## src/rtl/cypher_ctrl.sv

```systemverilog
// Sequencer for the one-time-pad cypher datapath: accepts a plaintext, pulses the
// datapath load, waits out the block/crypt latency, captures the ciphertext and manages pad slots.
module cypher_ctrl #(
  parameter int MSG_SIZE  = 32,
  parameter int KEY_SIZE  = 8,
  parameter int CRYPT_LAT = 1,
  parameter int KEY_SLOTS = 16
) (
  input  logic                         clk,
  input  logic                         rst_n,
  input  logic                         req_valid,
  output logic                         req_ready,
  input  logic [MSG_SIZE-1:0]          req_msg,
  output logic                         dp_load,
  output logic [MSG_SIZE-1:0]          dp_msg,
  output logic [$clog2(KEY_SLOTS)-1:0] key_idx,
  input  logic [MSG_SIZE-1:0]          dp_out,
  output logic                         rsp_valid,
  input  logic                         rsp_ready,
  output logic [MSG_SIZE-1:0]          rsp_data,
  output logic [$clog2(KEY_SLOTS)-1:0] rsp_key_idx,
  output logic                         pad_exhausted,
  input  logic                         pad_rearm
);

  localparam int N_BLOCKS = MSG_SIZE / KEY_SIZE;
  localparam int RUN_LEN  = N_BLOCKS + CRYPT_LAT;
  localparam int KW       = $clog2(KEY_SLOTS);
  localparam int CW       = $clog2(RUN_LEN + 1);

  localparam logic [CW-1:0] CNT_LAST  = CW'(RUN_LEN - 1);
  localparam logic [KW-1:0] SLOT_LAST = KW'(KEY_SLOTS - 1);

  typedef enum logic [1:0] {
    IDLE = 2'd0,
    LOAD = 2'd1,
    RUN  = 2'd2,
    RESP = 2'd3
  } state_t;

  state_t        state, state_nx;
  logic [CW-1:0] cnt;
  logic          accept, rearm, capture, complete;

  always_ff @(posedge clk or negedge rst_n) begin
    if (!rst_n) state <= IDLE;
    else        state <= state_nx;
  end

  // NOTE: every signal written here gets a default first, so no path leaves one
  // unassigned and no latch is inferred.
  always_comb begin
    state_nx = state;
    accept   = 1'b0;
    rearm    = 1'b0;
    capture  = 1'b0;
    complete = 1'b0;
    case (state)
      IDLE: begin
        // Rearm takes priority; a request presented alongside it is taken next cycle.
        if (pad_rearm) begin
          rearm = 1'b1;
        end else if (req_valid && !pad_exhausted) begin
          accept   = 1'b1;
          state_nx = LOAD;
        end
      end
      LOAD: state_nx = RUN;
      RUN: begin
        if (cnt == CNT_LAST) begin
          capture  = 1'b1;
          state_nx = RESP;
        end
      end
      RESP: begin
        if (rsp_ready) begin
          complete = 1'b1;
          state_nx = IDLE;
        end
      end
      default: state_nx = IDLE;
    endcase
  end

  // NOTE: state registers use non-blocking assignments so every flop samples
  // the pre-edge values, independent of statement order.
  always_ff @(posedge clk or negedge rst_n) begin
    if (!rst_n) begin
      cnt           <= '0;
      dp_msg        <= '0;
      key_idx       <= '0;
      rsp_valid     <= 1'b0;
      rsp_data      <= '0;
      rsp_key_idx   <= '0;
      pad_exhausted <= 1'b0;
    end else begin
      if (accept) dp_msg <= req_msg;

      if (state == LOAD)     cnt <= '0;
      else if (state == RUN) cnt <= cnt + 1'b1;

      if (capture) begin
        rsp_data    <= dp_out;
        rsp_key_idx <= key_idx;
        rsp_valid   <= 1'b1;
      end

      if (rearm) begin
        key_idx       <= '0;
        pad_exhausted <= 1'b0;
      end else if (complete) begin
        rsp_valid <= 1'b0;
        if (key_idx == SLOT_LAST) begin
          key_idx       <= '0;
          pad_exhausted <= 1'b1;
        end else begin
          key_idx <= key_idx + 1'b1;
        end
      end
    end
  end

  assign req_ready = (state == IDLE) && !pad_exhausted;
  assign dp_load   = (state == LOAD);

endmodule

```

## config.mk

```make
export PLATFORM = sky130hd
export DESIGN_NAME = cypher_ctrl
export DESIGN_NICKNAME = d
export VERILOG_FILES = /design/src/rtl/cypher_ctrl.sv
export SDC_FILE = /design/constraint.sdc
export NUM_CORES = 1
export LEC_CHECK = 0
export ABC_AREA = 1
export CAP_MARGIN = 40
export CORE_MARGIN = 5
export CORE_UTILIZATION = 38
export DETAILED_ROUTE_END_ITERATION = 10
export PLACE_DENSITY = 0.79
export SLEW_MARGIN = 10
export SYNTH_ARGS = -nofsm -noshare
export SYNTH_HDL_FRONTEND = slang
export SYNTH_SLANG_ARGS = --single-unit
```

## constraint.sdc

```tcl
create_clock -name clk -period 1.28 [get_ports clk]
set_input_delay 0.192 -clock clk [delete_from_list [all_inputs] [get_ports clk]]
set_output_delay 0.192 -clock clk [all_outputs]
set_load 0.01 [all_outputs]
```

### Word-level counts from Yosys, hierarchy flattened

Index checks and enable logic that the tools add are counted.

* bits in registers: 79
* bits in latches: 0
* memory bits (writable): 0
* memory bits (read-only): 0
* bits of input ports: 69
* output and inout bits: 76
* memories: 0

* add/subtract/negate cells: 2
* $mul: 0
* divide/modulo/power cells: 0
* $lt $le $gt $ge: 0
* equality and inequality tests: 9
* shifts and indexed selects: 0
* muxes and demuxes: 25
* bitwise gates (word level): 0
* reduce and logical (&&, ||, !) cells: 9

Operators with widths (number)
* $mux W1: 15
* $mux W4: 3
* $mux W2: 4
* $ne A2 B2 Y1 const B: 4
* $pmux W2 S4: 1
* $mux W3: 2
* $reduce_bool A2 Y1: 3
* $add A4 B1 Y4 const B: 1
* $eq A2 B2 Y1 const B: 2
* $eq A4 B4 Y1 const B: 1
* $reduce_and A4 Y1: 1
* $add A3 B1 Y3 const B: 1
* $eq A3 B3 Y1 const B: 1
* $eq A2 B1 Y1 const B: 1
* $logic_and A1 B1 Y1: 2
* $logic_not A2 Y1: 1
* $reduce_and A2 Y1: 1
* $logic_not A1 Y1: 1

### Depth between registers and ports, before layout

Gate-level depths: netlist (run 1).

* word-level depth: 6
* mapped depth: 9
* gate-level depth less buffers: 8

### Worst setup path before layout (run 1)

No wires, ideal clock.

* kind: register to register
* start point: reg state[0]
* end point: reg state[1]
* library setup time: 0.117 ns
* arrival time: 1.199 ns
* required time: 1.163 ns
* setup slack: -0.036 ns
* stages on the path, launching flop included: 10
* clock period less this slack: 1.316 ns
* path through: dfrtp_1 -> inv_1 -> ha_1 -> buf_4 -> nand2_4 -> inv_1 -> nor2_2 -> nand3_1 -> nand2_1 -> nand2_1

* cells in the longest elaborated chain, start to end: 3
* elaborated cells on any way between the ends: 10

RTL lines
* from (decl): RTL line 41 `state_t state, state_nx;`
* from (signal assigned): RTL line 47 `else state <= state_nx;`
* $eq A2 B2 Y1 or $logic_not A2 Y1 (tied branches): RTL line 58 `case (state)`
* $ne A2 B2 Y1 (no source line)
* $reduce_and A4 Y1 (no source line)

Several ways; a longest one is shown, not always the timed one.
A chain may end at the register's enable or synchronous reset.

### Worst setup path after layout (run 1)

* start point: reg state[0]
* end point: reg rsp_data[29]

* cells in the longest elaborated chain, start to end: 2

RTL lines
* $eq A2 B2 Y1: RTL line 58
* $mux W1: RTL line 58
* to (signal assigned): RTL line 103 `rsp_data <= dp_out;`
* to (decl): RTL line 20 `output logic [MSG_SIZE-1:0] rsp_data,`

No other way between the ends.

==> results of run 1 <==
[area by class of cell]
cell class,instances,area (um2)
clock buffer,11,141
timing repair buffer,199,2150
multi-input combinational,256,1810
tap,108,135
sequential,79,1980
fill,604,2330
inverter,18,85.1
clock inverter,5,57.6
[where the power goes]
part / leakage (nW) / switching [mW] / internal (mW)
Combinational: 2.05 / 3.62 / 3.76
Sequential: 0.962 / 0.784 / 3.64
Clock: 0.0916 / 0.920 / 0.953
[Yosys cell counts]
cell type and n:
nand2_4 2, xnor2_1 1, o22ai_1 2, nor2_1 4
nand2_1 177, nor2_2 1, buf_6 7, nor2_4 1
buf_4 7, nand3_1 37, nand2_2 6, inv_1 15
ha_1 7, o21ai_0 4, buf_2 3, dfrtp_1 79
inv_2 3, or2_2 1, xor2_1 1, o21ai_2 4
nor2_8 1, nand4_1 3, a21oi_1 2
[cells in the final DEF, fill, tap and decap left out, types with 2 or more instances in the layout]
cell type,count
clkdlybuf4s50_1,67
nand2_4,27
o22ai_2,2
o21ai_2,7
buf_12,11
inv_1,9
clkbuf_8,10
dlygate4sd2_1,59
ha_4,3
clkbuf_16,2
nor2_1,2
buf_16,7
nand2_1,108
nand3_4,2
a21oi_1,2
ha_1,3
clkdlybuf4s15_1,15
buf_6,9
nand2_2,48
buf_8,4
nand2_8,4
buf_4,23
nor2_4,3
clkinvlp_4,3
dfrtp_1,79
inv_2,6
nand3_1,2
inv_4,2
nand3_2,33
nand4_1,3
[per-stage QoR]
stage | cell area (um2) | total power, mW | setup TNS (ps) | hold WS, ps
2_1_floorplan | 3360 | 6.67 | -6.57 | -104
3_3_place_gp | 5000 | 9.77 | -8830 | 248
3_5_place_dp | 5000 | 9.99 | -13320 | 252
4_1_cts | 5740 | 12.3 | -8640 | 370
5_1_grt | 6350 | 14.5 | -13560 | 365
6_report | 6350 | 13.7 | -10320 | 391
[logic make-up (layout without fill, tap and decap cells)]
kind of cell               after synthesis  count (layout)  synth area share (%)
AOI/OAI and AO/OA                       12              12                  2.31
xor gates and xnor gates                 2               2                 0.521
adders and majority gates                7               7                  2.61
buffers and inverters                   35             233                  6.37
DFF                                     79              79                  58.8
and+or+nand+nor                        233             235                  29.4
[per-layer routing]
layer / up-vias / GRT usage (%) / wire, um
li1: 1556 / - / -
met4: 0 / 9.16 / 362
met5: - / 0 / 0
met3: 30 / 5.09 / 598
met2: 124 / 35.7 / 6460
met1: 1642 / 22.8 / 4380
[repair_timing]
item | 4_1_cts | 5_1_grt
hold endpoints to repair | 79 | 0
pin swaps | 25 | 40
endpoints found under the setup margin | 153 | 87
cloned | 9 | 3
hold buffers | 1 | 0
buffers inserted | 12 | 12
resized for setup | 181 | 120
[final timing paths]
check,cells past startpoint,end
max,10,rsp_data[29]
min,3,rsp_data[18]
max reg2reg,10,rsp_data[29]
min reg2reg,2,dp_msg[20]
max in group asynchronous,3,rsp_valid
min in group asynchronous,3,rsp_data[28]
[registers in the layout, indices dropped and copies added, names as in the netlist]
name,cells
rsp_key_idx,4
pad_exhausted,1
dp_msg,32
rsp_data,32
rsp_valid,1
state,2
key_idx,4
cnt,3
[worst max-delay path: stages (launching register included)]
cell and delay [ps]:
dfrtp_1 380, inv_2 70, buf_6 120, ha_4 170
inv_4 80, nor2_8 40, buf_6 130, buf_12 120
buf_16 120, nand2_1 80, nand2_2 50
==> flow_summary_export.csv, run 1 <==
group,metric,value,unit
run_status,outcome,"finished with violations",
run_status,violations,"negative setup slack",
global_route,grt_pass1_vias,3521,
placed_design,place.gp.congestion,0.780,
critical_path,r2r_start,"state[0]",
finish,fin_cells,676,
critical_path,cp.required,1510,ps
critical_path,cp.arrival,1710,ps
timing,finalCritPeriodShare,115,%
clock_tree,clk_pin_slew,80,ps
synth,synth_seq_cells,79,
critical_path,crit_type,"reg2reg",
finish,antenna_cells,0,
pwr,ir_worst_vdd,1680,uV
floorplan,core-area,8680,um2
clock_tree,cts_root_buffer,"clkbuf_8",
route,drtIter0Drc,112,
finish,layout-drive-gt1-share,37.7,%
min_path,hold_path.class,"in2reg",
synth,synth.distinct_cells,23,
timing,finClkSkew,7.98,ps
timing,slew_headroom,70.2,%
placed_design,dp_hpwl,6.73,mm
pwr,power_density,2150,nW/um2
min_path,hold_start,"dp_out[18]",
floorplan,start_util,38.7,%
synth,synth_cells,368,
route,vias,3352,
synth,syn_avg_cell_area,9.13,um2
synth,synth_top_area_cell,"dfrtp_1",
route,ant_nets,0,
finish,areaGrowthSynthToFinish,89.0,%
clock_tree,htree_levels,3,
global_route,antenna_found_initial,0,
finish,final_nets,639,
floorplan,die_h,104,um
critical_path,timing.reg2reg.setup_slack,-190,ps
synth,yosysTopAreaCellShare,58.8,%
critical_path,cp_max_fo,5,
clock_tree,clockBufferDepth,2,
route,drc,0,
critical_path,cp-startpoint,"state[0]",
floorplan,dieArea,10800,um2
floorplan,rows,34,
timing,finalHoldViolations,0,
route,wl,11.8,mm
global_route,grtUsageTotal,20.2,%
timing,grt_setup_unrepaired,"true",
route,vias_per_cell,4.96,
synth,syn-num-nets,444,
placed_design,post-place-ws,-240,ps
global_route,gr-total-overflow,0,
timing,worst_pin_slew,447,ps
route,dr.pass1.iters,4,
clock_tree,cts_buffers,9,
timing,min_period,1470,ps
critical_path,start_kind,"register",
pwr,power_leakage,3.11,nW
floorplan,ios,145,
clock_tree,insertion_delay,340,ps
global_route,grt_pass1_wl,17.8,mm
timing,maxSlewViolCount,0,
clock_tree,cts_tree,"built",
floorplan,die_w,104,um
placed_design,place_inst,625,
synth,seq_area_frac_synth,58.8,%
synth,synth_area_leaders,"dfrtp_1, nand2_1, nand3_1, ha_1, buf_6",
synth,syn_area,3360,um2
placed_design,port_buffers,144,
global_route,grt_max_degree,80,
timing,finalWorstSetupSlack,-195,ps
clock_tree,cts.sinks,79,
critical_path,endpoint_kind,"register",
timing,finalSetupViolations,78,
synth,yosysWarnings,0,
route,wire_per_inst,17.4,um
finish,fin_util,73.2,%
flow_run,cap_violations,0,
timing,fmax,678,MHz
No activity file was read; power rests on OpenSTA's default activity.
==> inputs of run 2 (changes only) <==
CORE_MARGIN = 4   (was 5)
==> flow_summary_export.csv, run 2 (same netlist as run 1, synthesis figures left out) <==
group,metric,value,unit
run_status,outcome,"finished with violations",
run_status,violations,"negative setup slack",
global_route,grt_pass1_wl,15.0,mm
finish,antenna_cells,0,
finish,areaGrowthSynthToFinish,66.9,%
route,vias_per_cell,4.78,
pwr,power_leakage,2.92,nW
critical_path,r2r_start,"state[0]",
timing,finClkSkew,13.3,ps
finish,n_fill_cell,746,
finish,stdcell_area,5610,um2
timing,slew_headroom,71.4,%
route,drtIter0Drc,79,
critical_path,cp.required,1560,ps
placed_design,port_buffers,144,
floorplan,ios,145,
critical_path,endpoint_kind,"register",
critical_path,cp_max_fo,11,
route,wire_per_inst,15.4,um
finish,reg_top3,"dp_msg (32), rsp_data (32)",
global_route,gr-total-overflow,0,
timing,finalWorstSetupSlack,-174,ps
global_route,grt_pass1_vias,3108,
timing,worst_pin_slew,429,ps
clock_tree,cts_buffers,9,
route,drc,0,
pwr,power_density,2160,nW/um2
min_path,hold_path_end,"rsp_data[20]",
timing,grt_setup_unrepaired,"true",
clock_tree,cts.sinks,79,
critical_path,timing.reg2reg.setup_slack,-170,ps
floorplan,dieArea,10400,um2
route,ant_nets,0,
critical_path,reg2reg_depth,9,
global_route,grtUsageTotal,18.3,%
critical_path,start_kind,"register",
route,vias,3126,
global_route,antenna_found_initial,0,
route,dr.pass1.iters,4,
finish,layout-drive-gt1-share,20.3,%
floorplan,die_w,102,um
timing,maxSlewViolCount,0,
floorplan,start_util,38.7,%
critical_path,cp.arrival,1730,ps
floorplan,rows,34,
placed_design,place.gp.congestion,0.813,
placed_design,dpl-instance-area,5020,um2
clock_tree,insertion_delay,340,ps
timing,finalCritPeriodShare,114,%
placed_design,dp_hpwl,6.53,mm
floorplan,die_h,102,um
clock_tree,cts_root_buffer,"clkbuf_8",
floorplan,core-area,8680,um2
timing,finalHoldViolations,0,
flow_run,cap_violations,0,
route,wl,10.1,mm
clock_tree,clk_pin_slew,80,ps
finish,final_nets,618,
timing,finalSetupViolations,76,
finish,fin_util,64.6,%
timing,min_period,1450,ps
clock_tree,cts_tree,"built",
finish,layout_common_cells,"nand2_1, dfrtp_1, dlygate4sd2_1",
min_path,hold_start,"dp_out[20]",
finish,final_common_cell,"nand2_1",
min_path,whs_path_depth,3,
min_path,hold_path.class,"in2reg",
global_route,grt_max_degree,80,
timing,fmax,688,MHz
pwr,ir_worst_vdd,1380,uV
critical_path,reg2reg_to,"rsp_data[15]",
critical_path,crit_type,"reg2reg",
clock_tree,htree_levels,3,
clock_tree,clockBufferDepth,2,
placed_design,post-place-ws,-225,ps
==> run 2: changes by cell type in the layout (fill, tap and decap cells not counted), moves of 8 or more <==
| cell | previous run | this run |
|---|---|---|
| clkdlybuf4s15_1 | 15 | 0 |
| buf_4 | 23 | 15 |
| nand2_2 | 48 | 27 |
| nand2_1 | 108 | 150 |
| dlygate4sd2_1 | 59 | 74 |
| nand2_4 | 27 | 8 |
| nand3_1 | 2 | 36 |
| nand3_2 | 33 | 1 |
==> run 2: worst max-delay path by stage <==
| stage | from | to | slack, ps | depth (start not counted) |
|---|---|---|---|---|
| 5_1_grt | state[0] | req_ready | -250 | 5 |
| 6_report | state[0] | rsp_data[15] | -170 | 9 |
| 3_5_place_dp | req_valid | dp_msg[24] | -230 | 7 |
| 4_1_cts | state[0] | req_ready | -160 | 5 |
| 2_1_floorplan | state[0] | cnt[0] | -7 | 5 |
| 3_3_place_gp | req_valid | dp_msg[19] | -200 | 7 |
==> run 2: metal layers <==
layer  up-vias  GRT usage (%)  wire, um
met5         -              0         0
met3        11           4.64       581
met1      1520           21.6      4010
met4         0           4.74       106
met2        99           33.1      5400
li1       1496              -         -
==> run 2: cell type report <==
type / count / area (um2) / share of cell area, %
flip-flops and latches: 79 / 1980 / 35.3
repair buffers: 179 / 1810 / 32.3
multi-input cells: 255 / 1380 / 24.5
clock buffers: 12 / 165 / 2.95
well taps: 108 / 135 / 2.41
inverters: 18 / 77.6 / 1.38
clock inverters: 3 / 65.1 / 1.16
==> run 2: what timing repair did <==
action | in CTS | in global routing
hold endpoints to repair | 79 | 0
cloned | 4 | 4
pin swaps | 6 | 20
buffers inserted | 4 | 1
setup endpoints to repair | 150 | 81
gates resized for setup | 112 | 48
hold buffers | 1 | 0
==> run 2: where the power goes <==
group	total, mW	switching, mW	internal [mW]
clock	2.10	0.854	1.25
sequential	4.24	0.608	3.63
combinational	5.79	3.01	2.78
total	12.1	4.47	7.66
==> run 2: worst max-delay path, cell delays in order (launching register included) <==
cell       delay [ps]
dfrtp_1           410
inv_2             100
buf_6             100
ha_4              140
inv_4              50
nor2_8            150
buf_8             160
clkbuf_16         160
nand2_1            50
nand2_1            60
==> run 2: stage by stage <==
stage | total power, mW | setup TNS [ps] | hold slack [ps] | instances
2_1_floorplan | 6.67 | -6.57 | -104 | 368
3_3_place_gp | 9.71 | -10550 | 250 | 625
3_5_place_dp | 9.92 | -12930 | 251 | 625
4_1_cts | 11.7 | -5100 | 366 | 649
5_1_grt | 12.9 | -11870 | 370 | 654
6_report | 12.1 | -6740 | 386 | 654
